--- src/rtl/control_sequencer_pkg.sv ---
// Shared definitions for the control sequencer: state codes, opcode map,
// strobe bit positions and the default address-add ALU select.
package control_sequencer_pkg;

  typedef enum logic [3:0] {
    S_IDLE = 4'd0,
    S_T0   = 4'd1,
    S_T1   = 4'd2,
    S_T2   = 4'd3,
    S_T3   = 4'd4,
    S_T4   = 4'd5,
    S_T5   = 4'd6,
    S_T6   = 4'd7,
    S_T7   = 4'd8,
    S_HALT = 4'd15
  } state_e;

  typedef enum logic [2:0] {
    CLS_LD, CLS_LDI, CLS_ST, CLS_ALU, CLS_NOP, CLS_HALT, CLS_BAD
  } op_class_e;

  localparam int OP_LD        = 0;
  localparam int OP_LDI       = 1;
  localparam int OP_ST        = 2;
  localparam int OP_ALU_FIRST = 3;
  localparam int OP_ALU_LAST  = 12;
  localparam int OP_NOP       = 13;
  localparam int OP_HALT      = 14;

  localparam int CTRL_W    = 19;
  localparam int B_PC_OUT  = 0;
  localparam int B_MAR_RD  = 1;
  localparam int B_INC_PC  = 2;
  localparam int B_ZLO_RD  = 3;
  localparam int B_ZLO_OUT = 4;
  localparam int B_PC_RD   = 5;
  localparam int B_READ    = 6;
  localparam int B_WRITE   = 7;
  localparam int B_MDR_RD  = 8;
  localparam int B_MDR_OUT = 9;
  localparam int B_IR_RD   = 10;
  localparam int B_GRA     = 11;
  localparam int B_GRB     = 12;
  localparam int B_GRC     = 13;
  localparam int B_BA_OUT  = 14;
  localparam int B_R_OUT   = 15;
  localparam int B_RIN     = 16;
  localparam int B_Y_RD    = 17;
  localparam int B_C_OUT   = 18;

  localparam logic [4:0] ADD_SEL_DEFAULT = 5'b00011;

endpackage

--- src/rtl/control_sequencer_if.sv ---
// Bundle between the sequencer and its datapath/memory environment.
interface control_sequencer_if
  import control_sequencer_pkg::*;
#(
  parameter int OPW     = 5,
  parameter int OPSEL_W = 5
);
  logic               run;
  logic               mem_rdy;
  logic [OPW-1:0]     ir_op;
  logic [CTRL_W-1:0]  ctrl;
  logic [OPSEL_W-1:0] op_sel;
  logic [3:0]         step;
  logic               illegal;
  logic               mem_err;
  logic               halted;

  modport master (
    output run, mem_rdy, ir_op,
    input  ctrl, op_sel, step, illegal, mem_err, halted
  );

  modport slave (
    input  run, mem_rdy, ir_op,
    output ctrl, op_sel, step, illegal, mem_err, halted
  );
endinterface

--- src/rtl/control_sequencer.sv ---
// Hardwired instruction sequencer: fetch T0..T2, execute T3..T7, memory
// wait with timeout, and a sticky halt state left only through clr.
module control_sequencer
  import control_sequencer_pkg::*;
#(
  parameter int                 OPW         = 5,
  parameter int                 OPSEL_W     = 5,
  parameter logic [OPSEL_W-1:0] ADD_SEL     = OPSEL_W'(ADD_SEL_DEFAULT),
  parameter int                 MEM_TIMEOUT = 15
) (
  input logic                clk,
  input logic                clr,
  control_sequencer_if.slave bus
);

  localparam int CW = (MEM_TIMEOUT < 1) ? 1 : $clog2(MEM_TIMEOUT + 1);

  state_e                state;
  logic [CW-1:0]         wait_cnt;
  logic                  mem_err_q;
  op_class_e             op_class;
  logic [CTRL_W-1:0]     ctrl_d;
  logic [OPSEL_W-1:0]    op_sel_d;
  logic                  illegal_d;
  logic                  mem_access;
  state_e                done_state;

  always_comb begin
    op_class = CLS_BAD;
    if (bus.ir_op == OPW'(OP_LD))
      op_class = CLS_LD;
    else if (bus.ir_op == OPW'(OP_LDI))
      op_class = CLS_LDI;
    else if (bus.ir_op == OPW'(OP_ST))
      op_class = CLS_ST;
    else if (bus.ir_op >= OPW'(OP_ALU_FIRST) && bus.ir_op <= OPW'(OP_ALU_LAST))
      op_class = CLS_ALU;
    else if (bus.ir_op == OPW'(OP_NOP))
      op_class = CLS_NOP;
    else if (bus.ir_op == OPW'(OP_HALT))
      op_class = CLS_HALT;
  end

  // Strobes come from state and opcode only; PC_rd alone is qualified by
  // mem_rdy so the PC is loaded exactly once at the end of the fetch read.
  always_comb begin
    ctrl_d    = '0;
    op_sel_d  = '0;
    illegal_d = 1'b0;
    case (state)
      S_T0: begin
        ctrl_d[B_PC_OUT] = 1'b1;
        ctrl_d[B_MAR_RD] = 1'b1;
        ctrl_d[B_INC_PC] = 1'b1;
        ctrl_d[B_ZLO_RD] = 1'b1;
      end
      S_T1: begin
        ctrl_d[B_ZLO_OUT] = 1'b1;
        ctrl_d[B_READ]    = 1'b1;
        ctrl_d[B_MDR_RD]  = 1'b1;
        ctrl_d[B_PC_RD]   = bus.mem_rdy;
      end
      S_T2: begin
        ctrl_d[B_MDR_OUT] = 1'b1;
        ctrl_d[B_IR_RD]   = 1'b1;
      end
      S_T3: begin
        case (op_class)
          CLS_LD, CLS_LDI, CLS_ST: begin
            ctrl_d[B_GRB]    = 1'b1;
            ctrl_d[B_BA_OUT] = 1'b1;
            ctrl_d[B_R_OUT]  = 1'b1;
            ctrl_d[B_Y_RD]   = 1'b1;
          end
          CLS_ALU: begin
            ctrl_d[B_GRB]   = 1'b1;
            ctrl_d[B_R_OUT] = 1'b1;
            ctrl_d[B_Y_RD]  = 1'b1;
          end
          CLS_BAD: illegal_d = 1'b1;
          default: ;
        endcase
      end
      S_T4: begin
        case (op_class)
          CLS_LD, CLS_LDI, CLS_ST: begin
            ctrl_d[B_C_OUT]  = 1'b1;
            ctrl_d[B_ZLO_RD] = 1'b1;
            op_sel_d         = ADD_SEL;
          end
          CLS_ALU: begin
            ctrl_d[B_GRC]    = 1'b1;
            ctrl_d[B_R_OUT]  = 1'b1;
            ctrl_d[B_ZLO_RD] = 1'b1;
            op_sel_d         = OPSEL_W'(bus.ir_op);
          end
          default: ;
        endcase
      end
      S_T5: begin
        case (op_class)
          CLS_LD, CLS_ST: begin
            ctrl_d[B_ZLO_OUT] = 1'b1;
            ctrl_d[B_MAR_RD]  = 1'b1;
          end
          CLS_LDI, CLS_ALU: begin
            ctrl_d[B_ZLO_OUT] = 1'b1;
            ctrl_d[B_GRA]     = 1'b1;
            ctrl_d[B_RIN]     = 1'b1;
          end
          default: ;
        endcase
      end
      S_T6: begin
        case (op_class)
          CLS_LD: begin
            ctrl_d[B_READ]   = 1'b1;
            ctrl_d[B_MDR_RD] = 1'b1;
          end
          CLS_ST: begin
            ctrl_d[B_GRA]    = 1'b1;
            ctrl_d[B_R_OUT]  = 1'b1;
            ctrl_d[B_MDR_RD] = 1'b1;
          end
          default: ;
        endcase
      end
      S_T7: begin
        case (op_class)
          CLS_LD: begin
            ctrl_d[B_MDR_OUT] = 1'b1;
            ctrl_d[B_GRA]     = 1'b1;
            ctrl_d[B_RIN]     = 1'b1;
          end
          CLS_ST: ctrl_d[B_WRITE] = 1'b1;
          default: ;
        endcase
      end
      default: ;
    endcase
  end

  assign mem_access = ctrl_d[B_READ] | ctrl_d[B_WRITE];
  assign done_state = bus.run ? S_T0 : S_IDLE;

  // While a Read/Write is outstanding the state is frozen and the hold
  // cycles are counted; running out of patience parks the machine in HALT.
  always_ff @(posedge clk or posedge clr) begin
    if (clr) begin
      state     <= S_IDLE;
      wait_cnt  <= '0;
      mem_err_q <= 1'b0;
    end else if (mem_access && !bus.mem_rdy) begin
      if (wait_cnt == CW'(MEM_TIMEOUT)) begin
        state     <= S_HALT;
        mem_err_q <= 1'b1;
        wait_cnt  <= '0;
      end else begin
        wait_cnt <= wait_cnt + CW'(1);
      end
    end else begin
      wait_cnt <= '0;
      case (state)
        S_IDLE: if (bus.run) state <= S_T0;
        S_T0:   state <= S_T1;
        S_T1:   state <= S_T2;
        S_T2: begin
          if (op_class == CLS_HALT)
            state <= S_HALT;
          else if (op_class == CLS_NOP)
            state <= done_state;
          else
            state <= S_T3;
        end
        S_T3:   state <= (op_class == CLS_BAD) ? done_state : S_T4;
        S_T4:   state <= S_T5;
        S_T5: begin
          if (op_class == CLS_LDI || op_class == CLS_ALU)
            state <= done_state;
          else
            state <= S_T6;
        end
        S_T6:   state <= S_T7;
        S_T7:   state <= done_state;
        S_HALT: state <= S_HALT;
        default: state <= S_IDLE;
      endcase
    end
  end

  assign bus.ctrl    = ctrl_d;
  assign bus.op_sel  = op_sel_d;
  assign bus.illegal = illegal_d;
  assign bus.step    = state;
  assign bus.mem_err = mem_err_q;
  assign bus.halted  = (state == S_HALT);

endmodule
--- src/flat_wrapper.sv ---
// flat-port wrapper written by rule: the top's interface ports become plain ports
module control_sequencer_flat import control_sequencer_pkg::*;
#(
  parameter int                 OPW         = 5,
  parameter int                 OPSEL_W     = 5,
  parameter logic [OPSEL_W-1:0] ADD_SEL     = OPSEL_W'(ADD_SEL_DEFAULT),
  parameter int                 MEM_TIMEOUT = 15
)
  (clk, clr, bus_run, bus_mem_rdy, bus_ir_op, bus_ctrl, bus_op_sel, bus_step, bus_illegal, bus_mem_err, bus_halted);
  control_sequencer_if #(.OPW(OPW), .OPSEL_W(OPSEL_W)) bus_i ();
  input logic clk;
  input logic clr;
  input wire logic [$bits(bus_i.run)-1:0] bus_run;
  input wire logic [$bits(bus_i.mem_rdy)-1:0] bus_mem_rdy;
  input wire logic [$bits(bus_i.ir_op)-1:0] bus_ir_op;
  output wire logic [$bits(bus_i.ctrl)-1:0] bus_ctrl;
  output wire logic [$bits(bus_i.op_sel)-1:0] bus_op_sel;
  output wire logic [$bits(bus_i.step)-1:0] bus_step;
  output wire logic [$bits(bus_i.illegal)-1:0] bus_illegal;
  output wire logic [$bits(bus_i.mem_err)-1:0] bus_mem_err;
  output wire logic [$bits(bus_i.halted)-1:0] bus_halted;
  assign bus_i.run = bus_run;
  assign bus_i.mem_rdy = bus_mem_rdy;
  assign bus_i.ir_op = bus_ir_op;
  assign bus_ctrl = bus_i.ctrl;
  assign bus_op_sel = bus_i.op_sel;
  assign bus_step = bus_i.step;
  assign bus_illegal = bus_i.illegal;
  assign bus_mem_err = bus_i.mem_err;
  assign bus_halted = bus_i.halted;
  control_sequencer #(.OPW(OPW), .OPSEL_W(OPSEL_W), .ADD_SEL(ADD_SEL), .MEM_TIMEOUT(MEM_TIMEOUT)) u_core (.clk(clk), .clr(clr), .bus(bus_i));
endmodule
--- config.mk ---
export PLATFORM = sky130hd
export DESIGN_NAME = control_sequencer_flat
export DESIGN_NICKNAME = d
export VERILOG_FILES = /design/src/rtl/control_sequencer_pkg.sv /design/src/rtl/control_sequencer_if.sv /design/src/rtl/control_sequencer.sv /design/src/flat_wrapper.sv
export SDC_FILE = /design/constraint.sdc
export NUM_CORES = 1
export LEC_CHECK = 0
export CAP_MARGIN = 20
export CORE_MARGIN = 10
export CORE_UTILIZATION = 62
export DETAILED_ROUTE_END_ITERATION = 10
export DONT_BUFFER_PORTS = 1
export PLACE_DENSITY = 0.77
export SYNTH_ARGS = -nofsm -noshare
export SYNTH_HDL_FRONTEND = slang
export SYNTH_SLANG_ARGS = --single-unit
export TNS_END_PERCENT = 30
--- constraint.sdc ---
create_clock -name clk -period 1.78 [get_ports clk]
set_input_delay 0.178 -clock clk [delete_from_list [all_inputs] [get_ports clk]]
set_output_delay 0.178 -clock clk [all_outputs]
set_load 0.01 [all_outputs]
==> out/metrics.cfg, run 1 <==
[status]
outcome = finished with violations
violations = negative setup slack

[critical_path]
arrival_ns = 1.76
criticalPathCategory = reg2out
reg2reg_slack_ns = -0.01
critPathRequiredTime_ns = 1.60
crit_start = u_core.bus.step[1]
worstReg2RegStart = u_core.bus.step[3]
cp_max_fo = 8
end_kind = output port
startpoint_type = register

[cells_and_area]
final_common_cell = buf_4
nFillCells = 114
regArea_um2 = 228
nets = 152
final_cell_mix = 17 x buf_4, 13 x nor2_1, 11 x a21oi_1, 7 x nand2_1, 7 x dfrtp_1
area_growth_pct = 17.1
fin_util_pct = 77.2
diodes = 0
multi_input_comb_area_um2 = 727
drive_above_1_share_pct = 31.2

[sta]
setup_viol_count_final = 15
fin_hold_ws_ns = 0.0995
finalHoldViolCount = 0
fmax_ghz = 0.517
finalMaxSlewViolations = 0
skew_ns = 0.00397
finalCritPeriodShare_pct = 109
slew_headroom_pct = 67.0
setup_slack_ns = -0.156
tightest_slew_ns = 0.492
min_period_ns = 1.94
rsz0062_at_grt = yes

[logic_synthesis]
synthMuxAreaShare_pct = 2.12
synth_fa_ha_area_share_pct = 1.25
synth_top_family_by_area = simple AND/OR/NAND/NOR gates
synth_xor_area_share_pct = 0.872
synthSimpleGateAreaFrac_pct = 40.8
synthDistinctLibCells = 51
synth_nets = 140
avgSynthCellArea_um2 = 7.73
synth_compound_area_share_pct = 22.4
ys_ff_latch = 9
synth_edf_count = 0
synth.yosys.warnings = 0
netlist_instances = 130
ys_async_sr_fraction_pct = 100
syn-cell-area_um2 = 1000
yosysSeqAreaShare_pct = 22.4
synth_ff_type = dfrtp_1

[detailed_routing]
totalWireLength_um = 3080
vias = 1100
wire_per_inst_um = 19.6
ant_nets = 0
drtPass1Iterations = 4
drc = 0
detail_route.iter0.violations = 42
via_per_inst = 7.01

[global_routing]
grt_pass1_wl_um = 4420
grt_pass1_vias = 932
overflow = 0
grt_usage_pct = 15.8
grt_max_degree = 12
antenna_found_initial = 0

[clock_tree]
clock_latency_ns = 0.27
htreeDepth = 1
cts_buffers = 3
clock_path_buffers = 2
cts_tree = done
cts.clk_slew.worst_paths_ns = 0.06
cts_sinks = 9
clock-root-buffer = clkbuf_4

[die]
coreArea_um2 = 1520
fp.dieW_um = 60.3
start_util_pct = 65.9
row_count = 14
ios = 40
fp.dieH_um = 60.3
die_area_um2 = 3630

[placement]
numPortBuffers = 0
dp_hpwl_um = 2310
place_congestion = 0.897

[hold_path]
hold_class = in2reg
min-delay-start = bus_mem_rdy

[power]
leakage_nw = 0.523
cellPowerDensity_nw_per_um2 = 1340
irDropWorstVdd_mv = 1.13

[flow_run]
cap_violations = 0

==> final timing paths <==
path | endpoint | depth (start not counted)
min | u_core.bus.step[1] | 2
max in group asynchronous | u_core.bus.step[2] | 2
max reg2reg | u_core.bus.step[0] | 7
min reg2reg | u_core.wait_cnt[0] | 1
min in group asynchronous | u_core.wait_cnt[3] | 2
max | bus_ctrl[15] | 4
==> layer usage <==
| metal | part of all wire (%) | wire length [um] | GRT usage (%) | vias up |
|---|---|---|---|---|
| li1 | - | - | - | 494 |
| met1 | 41 | 1260 | 20.7 | 518 |
| met2 | 44 | 1340 | 22.2 | 82 |
| met3 | 14 | 433 | 7.20 | 6 |
| met4 | 1.3 | 40 | 4.81 | 0 |
| met5 | 0 | 0 | 0 | - |
==> what timing repair did <==
| action | 4_1_cts | 5_1_grt |
|---|---|---|
| endpoints found under the setup margin | 16 | 20 |
| hold buffers | 1 | 0 |
| resized for setup | 5 | 8 |
| buffers inserted | 0 | 5 |
| hold endpoints to repair | 9 | 0 |
| pin swaps | 1 | 2 |
==> state kept, by name (all words and copies together), names as in the netlist <==
signal / count
u_core.bus.step: 4
u_core.bus.mem_err: 1
u_core.wait_cnt: 4
==> worst max-delay path, cell delays in order, from the launching register on <==
cell,delay [ns]
dfrtp_1,0.38
buf_6,0.14
or2b_1,0.26
or3_4,0.37
o211ai_1,0.32
==> stage by stage <==
step / total power [mW] / setup TNS, ns / std cells / worst slack [ns] / area [um^2]
floorplan: 1.04 / 0 / 130 / 0.145 / 1000
global placement: 1.27 / 0 / 147 / 0.171 / 1050
detailed placement: 1.30 / 0 / 147 / 0.0641 / 1050
CTS: 1.48 / -0.582 / 152 / -0.138 / 1100
global route: 1.69 / -2.16 / 157 / -0.212 / 1180
finish: 1.58 / -0.591 / 157 / -0.156 / 1180
==> kinds of logic (layout without fill, tap and decap cells) <==
kind of cell	Yosys count	after routing
flip-flops	9	9
XOR/XNOR	1	1
other	1	1
AND/OR/NAND/NOR	66	66
multiplexers	2	2
AO/OA/AOI/OAI	33	33
buffers and inverters	17	28
adder cells (fa/ha/maj)	1	1
==> Yosys cell counts, types with 3 or more instances <==
cell	n	area, um^2
nor2_1	14	52.6
a21oi_1	11	55.1
dfrtp_1	9	225
nand2_1	8	30.0
nand2b_1	7	43.8
nor3_1	6	30.0
and3_1	5	31.3
buf_2	5	25.0
nand3_1	5	25.0
o21ai_0	5	25.0
inv_1	4	15.0
buf_4	3	22.5
nor2b_1	3	18.8
o22ai_1	3	18.8
==> area by class of cell <==
type | instances | area share (%)
Timing Repair Buffer | 20 | 13.6
Inverter | 4 | 1.28
Tap cell | 16 | 1.70
Sequential cell | 9 | 19.4
Multi-Input combinational cell | 104 | 61.8
Clock buffer | 4 | 2.23
==> where the power goes <==
group          leakage (nW)  internal (mW)  switching, mW
sequential            0.117          0.258         0.0873
combinational         0.391          0.472          0.598
clock                0.0150         0.0869         0.0785
(Power assumes the default switching activity.)
==> run 2: changes to the inputs <==
--- a/config.mk
+++ b/config.mk
@@ -5,12 +5,13 @@
 export SDC_FILE = /design/constraint.sdc
 export NUM_CORES = 1
 export LEC_CHECK = 0
-export CAP_MARGIN = 20
+export CAP_MARGIN = 40
 export CORE_MARGIN = 10
 export CORE_UTILIZATION = 62
 export DETAILED_ROUTE_END_ITERATION = 10
 export DONT_BUFFER_PORTS = 1
 export PLACE_DENSITY = 0.77
+export REMOVE_ABC_BUFFERS = 1
 export SYNTH_ARGS = -nofsm -noshare
 export SYNTH_HDL_FRONTEND = slang
 export SYNTH_SLANG_ARGS = --single-unit
==> out/metrics.cfg, run 2 (same netlist as run 1, synthesis figures left out) <==
[status]
outcome = finished with violations
violations = negative setup slack

[die]
die_area_um2 = 3630  ; unchanged
row_count = 14  ; unchanged
start_util_pct = 65.9  ; unchanged
ios = 40  ; unchanged
fp.dieH_um = 60.3  ; unchanged
coreArea_um2 = 1520  ; unchanged
fp.dieW_um = 60.3  ; unchanged

[sta]
rsz0062_at_grt = yes
fmax_ghz = 0.552  ; +6.9%
fin_hold_ws_ns = 0.107  ; +0.00741 ns
finalMaxSlewViolations = 0  ; unchanged
slew_headroom_pct = 60.9  ; -6.1 points
finalCritPeriodShare_pct = 102  ; -7.0 points
setup_viol_count_final = 2  ; -13
setup_slack_ns = -0.0302  ; +0.125 ns
tightest_slew_ns = 0.583  ; +0.0908 ns
finalHoldViolCount = 0  ; unchanged
skew_ns = 0.00175  ; -0.00222 ns
min_period_ns = 1.81  ; -0.125 ns
tns_ns = -0.0370  ; +0.554 ns

[cells_and_area]
fin_cells = 163  ; +3.8%
nFillCells = 102  ; -11%
nets = 158  ; +3.9%
final_common_cell = buf_4
area_growth_pct = 21.2
final_cell_mix = 24 x buf_4, 12 x nor2_1, 11 x a21oi_1, 8 x nand2_1, 7 x nand2b_1
drive_above_1_share_pct = 34.0  ; +2.8 points
fin_util_pct = 79.9  ; +2.7 points
diodes = 0  ; unchanged

[global_routing]
overflow = 0  ; unchanged
grt_usage_pct = 16.5  ; +0.71 points
grt_pass1_vias = 1017  ; +9.1%
antenna_found_initial = 0  ; unchanged
grt_max_degree = 13  ; +1
grt_pass1_wl_um = 4800  ; +8.6%

[detailed_routing]
totalWireLength_um = 3190  ; +3.7%
drtPass1Iterations = 4  ; unchanged
vias = 1107  ; +0.64%
wire_per_inst_um = 19.6  ; -0.14%
via_per_inst = 6.79  ; -3.1%
ant_nets = 0  ; unchanged
detail_route.iter0.violations = 45  ; +7.1%
drc = 0  ; unchanged

[clock_tree]
cts.clk_slew.worst_paths_ns = 0.06  ; about the same
htreeDepth = 1  ; unchanged
cts_tree = done
clock_latency_ns = 0.26  ; about the same
clock_path_buffers = 2  ; unchanged
clock-root-buffer = clkbuf_4
cts_buffers = 3  ; unchanged
cts_sinks = 9  ; unchanged

[placement]
dp_hpwl_um = 2260  ; -2.1%
dp_slack_ns = 0.0893  ; +0.0252 ns
place_congestion = 0.984  ; +9.7%
numPlacedInstances = 145  ; -1.4%
numPortBuffers = 0  ; unchanged

[hold_path]
hold_class = in2reg
min-delay-start = bus_mem_rdy

[critical_path]
cp_cell_sequence = nand2b_1, or3_4, o211ai_1
startpoint_type = register
cp_max_fo = 8  ; unchanged
slowest_stage = dfrtp_2
crit_path_max_incr_delay_ns = 0.47  ; +0.09 ns
worstReg2RegStart = u_core.bus.step[0]
criticalPathCategory = reg2out
arrival_ns = 1.63  ; -0.13 ns
end_kind = output port
critPathRequiredTime_ns = 1.60  ; about the same
crit_start = u_core.bus.step[3]

[power]
cellPowerDensity_nw_per_um2 = 1390  ; +3.6%
leakage_nw = 0.555  ; +6.2%
irDropWorstVdd_mv = 1.05  ; -7.6%

[flow_run]
cap_violations = 0  ; unchanged

-- run 2: cell count changes in the layout (fill, tap and decap cells not counted), sizes merged --
cell	change
buf	+6
-- run 2: metal layers --
layer / up-vias / GRT usage [%] / part of all wire [%]
li1: 501 / - / -
met3: 13 / 5.08 / 11
met4: 0 / 8.65 / 3.5
met5: - / 0 / 0
met1: 525 / 16.3 / 35
met2: 68 / 29.7 / 51
-- run 2: layout make-up --
type,count,area (um^2),share of cell area [%]
Tap cell,16,20.0,1.64
Sequential cell,9,230,18.9
Clock buffer,4,26.3,2.16
Multi-Input combinational cell,104,724,59.5
Timing Repair Buffer,26,201,16.5
Inverter,4,15.0,1.23
-- run 2: timing repair --
item                       4_1_cts  5_1_grt
pin swaps                        1        3
gates resized for setup          5       10
hold buffers                     1        0
setup endpoints to repair       19       19
setup buffers                    8        5
hold endpoints to repair         9        0
-- run 2: path summary, 6_finish.rpt --
kind | to | slack, ns | cells past startpoint
min in group asynchronous | u_core.wait_cnt[2] | 0.31 | 2
worst max register to register | u_core.bus.step[0] | 0.01 | 5
worst min register to register | u_core.wait_cnt[0] | 0.53 | 1
max in group asynchronous | u_core.bus.step[2] | 1.20 | 2
worst min-delay path | u_core.bus.step[1] | 0.11 | 2
worst max-delay path | bus_ctrl[15] | -0.03 | 3
-- run 2: critical path: cells and delay by family (launching register included) --
kind	cells	cell delay (ns)
flops	1	0.47
simple gates	2	0.61
compound gates	1	0.29
-- run 2: per-stage QoR --
step / area (um^2) / total power [mW]
final: 1220 / 1.69
after global routing: 1220 / 1.81
after CTS: 1140 / 1.56
after detailed placement: 1030 / 1.26
after global placement: 1030 / 1.24
after floorplan: 922 / 0.941
-- run 2: power by group --
group          leakage, nW  total [mW]  internal [mW]  switching [mW]
sequential           0.115       0.372          0.262           0.110
combinational        0.425        1.16          0.555           0.609
clock               0.0150       0.159         0.0865          0.0723
==> run 3: changes to the inputs <==
--- a/config.mk
+++ b/config.mk
@@ -5,12 +5,13 @@
 export SDC_FILE = /design/constraint.sdc
 export NUM_CORES = 1
 export LEC_CHECK = 0
+export ABC_AREA = 1
 export CAP_MARGIN = 40
 export CORE_MARGIN = 10
-export CORE_UTILIZATION = 62
+export CORE_UTILIZATION = 61
 export DETAILED_ROUTE_END_ITERATION = 10
 export DONT_BUFFER_PORTS = 1
-export PLACE_DENSITY = 0.77
+export PLACE_DENSITY = 0.76
 export REMOVE_ABC_BUFFERS = 1
 export SYNTH_ARGS = -nofsm -noshare
 export SYNTH_HDL_FRONTEND = slang
==> out/metrics.cfg, run 3 <==
[status]
outcome = finished clean

[critical_path]
crit_start = u_core.bus.step[1]
arrival_ns = 1.57  ; -0.06 ns
critPathRequiredTime_ns = 1.60  ; about the same
end_kind = output port
reg2regPathDepth = 9  ; +4
crit_path_max_incr_delay_ns = 0.49  ; +0.02 ns
startpoint_type = register
criticalPathCategory = reg2out
slowest_stage = dfrtp_2
cp_max_fo = 7  ; -1
worstReg2RegStart = u_core.bus.step[3]
cp_cell_sequence = nor2_4, inv_1, nor2_1, inv_1, nor2_2, nor2_1, nand2_1

[sta]
min_period_ns = 1.75  ; -0.0573 ns
finalHoldViolCount = 0  ; unchanged
skew_ns = 0.00706  ; +0.00531 ns
finalMaxSlewViolations = 0  ; unchanged
fin_hold_ws_ns = 0.189  ; +0.0821 ns
setup_viol_count_final = 0  ; -2
fmax_ghz = 0.570  ; +3.3%
finalCritPeriodShare_pct = 98.5  ; -3.2 points
tns_ns = 0  ; +0.0370 ns
rsz0062_at_grt = yes
setup_slack_ns = 0.0271  ; +0.0573 ns

[logic_synthesis]
ys_ff_latch = 9  ; unchanged
ys_async_sr_fraction_pct = 100  ; unchanged
avgSynthCellArea_um2 = 6.06  ; -22%
synth_edf_count = 0  ; unchanged
synth_common_cells = 32 x nand2_1, 31 x inv_1, 22 x nor2_1, 14 x nand3_1, 9 x dfrtp_1
synthDistinctLibCells = 25  ; -51%
synth_most_common_cell = nand2_1
ys_top_cells_by_area = dfrtp_1 24%, nand2_1 13%, inv_1 12%
syn-cell-area_um2 = 952  ; -5.2%
netlist.area_leader.share_pct = 23.7  ; +1.2 points
yosysTopAreaCell = dfrtp_1
synth.yosys.warnings = 0  ; unchanged
synth_ff_type = dfrtp_1
yosysSeqAreaShare_pct = 23.7  ; +1.2 points
netlist_instances = 157  ; +21%

[die]
fp.dieH_um = 59.5  ; -1.2%
die_area_um2 = 3540  ; -2.5%
ios = 40  ; unchanged
start_util_pct = 63.9  ; -2.0 points
coreArea_um2 = 1490  ; -2.3%
row_count = 14  ; unchanged
fp.dieW_um = 59.5  ; -1.2%

[hold_path]
min_delay_path_depth = 3  ; +1
hold_class = in2reg
min-delay-start = bus_mem_rdy

[detailed_routing]
drtPass1Iterations = 4  ; unchanged
vias = 1064  ; -3.9%
via_per_inst = 5.81  ; -14%
wire_per_inst_um = 16.0  ; -18%
ant_nets = 0  ; unchanged
drc = 0  ; unchanged
totalWireLength_um = 2920  ; -8.5%
detail_route.iter0.violations = 56  ; +24%

[clock_tree]
cts_buffers = 3  ; unchanged
cts.clk_slew.worst_paths_ns = 0.07  ; about the same
cts_sinks = 9  ; unchanged
htreeDepth = 1  ; unchanged
clock_latency_ns = 0.28  ; +0.02 ns
clock_path_buffers = 2  ; unchanged
cts_tree = done
clock-root-buffer = clkbuf_4

[placement]
numPortBuffers = 0  ; unchanged
dp_slack_ns = 0.105  ; +0.0155 ns
place_congestion = 0.938  ; -4.6%
dp_hpwl_um = 2300  ; +1.9%

[power]
irDropWorstVdd_mv = 1.14  ; +9.1%
leakage_nw = 0.597  ; +7.5%
power_mw = 1.35  ; -20%
cellPowerDensity_nw_per_um2 = 1240  ; -11%

[global_routing]
antenna_found_initial = 0  ; unchanged
grt_pass1_vias = 962  ; -5.4%
grt_pass1_wl_um = 4400  ; -8.3%
grt_usage_pct = 15.6  ; -0.87 points
grt_max_degree = 10  ; -3
overflow = 0  ; unchanged

[cells_and_area]
nets = 178  ; +13%
diodes = 0  ; unchanged
fin_util_pct = 73.5  ; -6.4 points
area_growth_pct = 15.0
final_cell_mix = 31 x nand2_1, 28 x inv_1, 16 x nor2_1, 13 x nand3_1, 9 x buf_4
nFillCells = 132  ; +29%
drive_above_1_share_pct = 24.6  ; -9.5 points
final_common_cell = nand2_1

[flow_run]
cap_violations = 0  ; unchanged

==> run 3: changes by cell type in the layout (fill, tap and decap cells not counted), moves of 7 or more <==
cell,previous run,this run
inv_1,4,28
buf_4,24,9
nand2_1,8,31
nand2b_1,7,0
nand3_1,5,13
a21oi_1,11,2
==> run 3: cell type report <==
cell class	count	area [um^2]	area share (%)
multi-input cells	109	609	55.7
repair buffers	10	77.6	7.09
inverters	35	131	12.0
clock buffers	4	26.3	2.40
flip-flops and latches	9	230	21.0
well taps	16	20.0	1.83
==> run 3: per-stage QoR <==
step	instance area, um^2	instances
floorplan	918	153
finish	1090	183
CTS	1060	183
detailed placement	998	177
global route	1090	183
global placement	998	177
==> run 3: what timing repair did <==
action                                  CTS  global route
setup buffers                             1             0
pin swaps                                 1             2
endpoints found under the hold margin     9             0
hold buffers                              1             0
endpoints found under the setup margin   13            13
resized for setup                         9            14
==> run 3: kinds of logic (layout without fill, tap and decap cells) <==
logic type | Yosys count | in the layout | synth area share [%]
AO/OA/AOI/OAI | 15 | 15 | 10.8
XOR/XNOR | 1 | 1 | 0.920
flip-flops | 9 | 9 | 23.7
adder cells (fa/ha/maj) | 1 | 1 | 1.31
buffers and inverters | 39 | 49 | 17.3
AND/OR/NAND/NOR | 91 | 91 | 45.6
other | 1 | 1 | 0.394
==> run 3: final timing paths <==
path / endpoint / slack, ns
max: bus_ctrl[15] / 0.03
min: u_core.wait_cnt[1] / 0.19
max reg2reg: u_core.bus.step[0] / 0.15
min reg2reg: u_core.wait_cnt[0] / 0.47
max in group asynchronous: u_core.bus.step[1] / 1.16
min in group asynchronous: u_core.wait_cnt[3] / 0.32
==> run 3: per-layer routing <==
layer	global-route usage, %	up-vias	part of all wire, %
met3	5.79	9	10
met4	7.37	0	2.5
li1	-	512	-
met5	0	-	0
met2	20.7	58	45
met1	21.4	485	43
==> run 3: critical path: cells and delay by family, from the launching register on <==
| family | cells | cell delay [ns] |
|---|---|---|
| simple gates | 5 | 0.64 |
| flops | 1 | 0.49 |
| buf+inv | 2 | 0.16 |
==> run 3: power by group <==
group	total [mW]	switching (mW)	internal, mW
clock	0.170	0.0833	0.0870
combinational	0.820	0.537	0.283
sequential	0.363	0.107	0.256
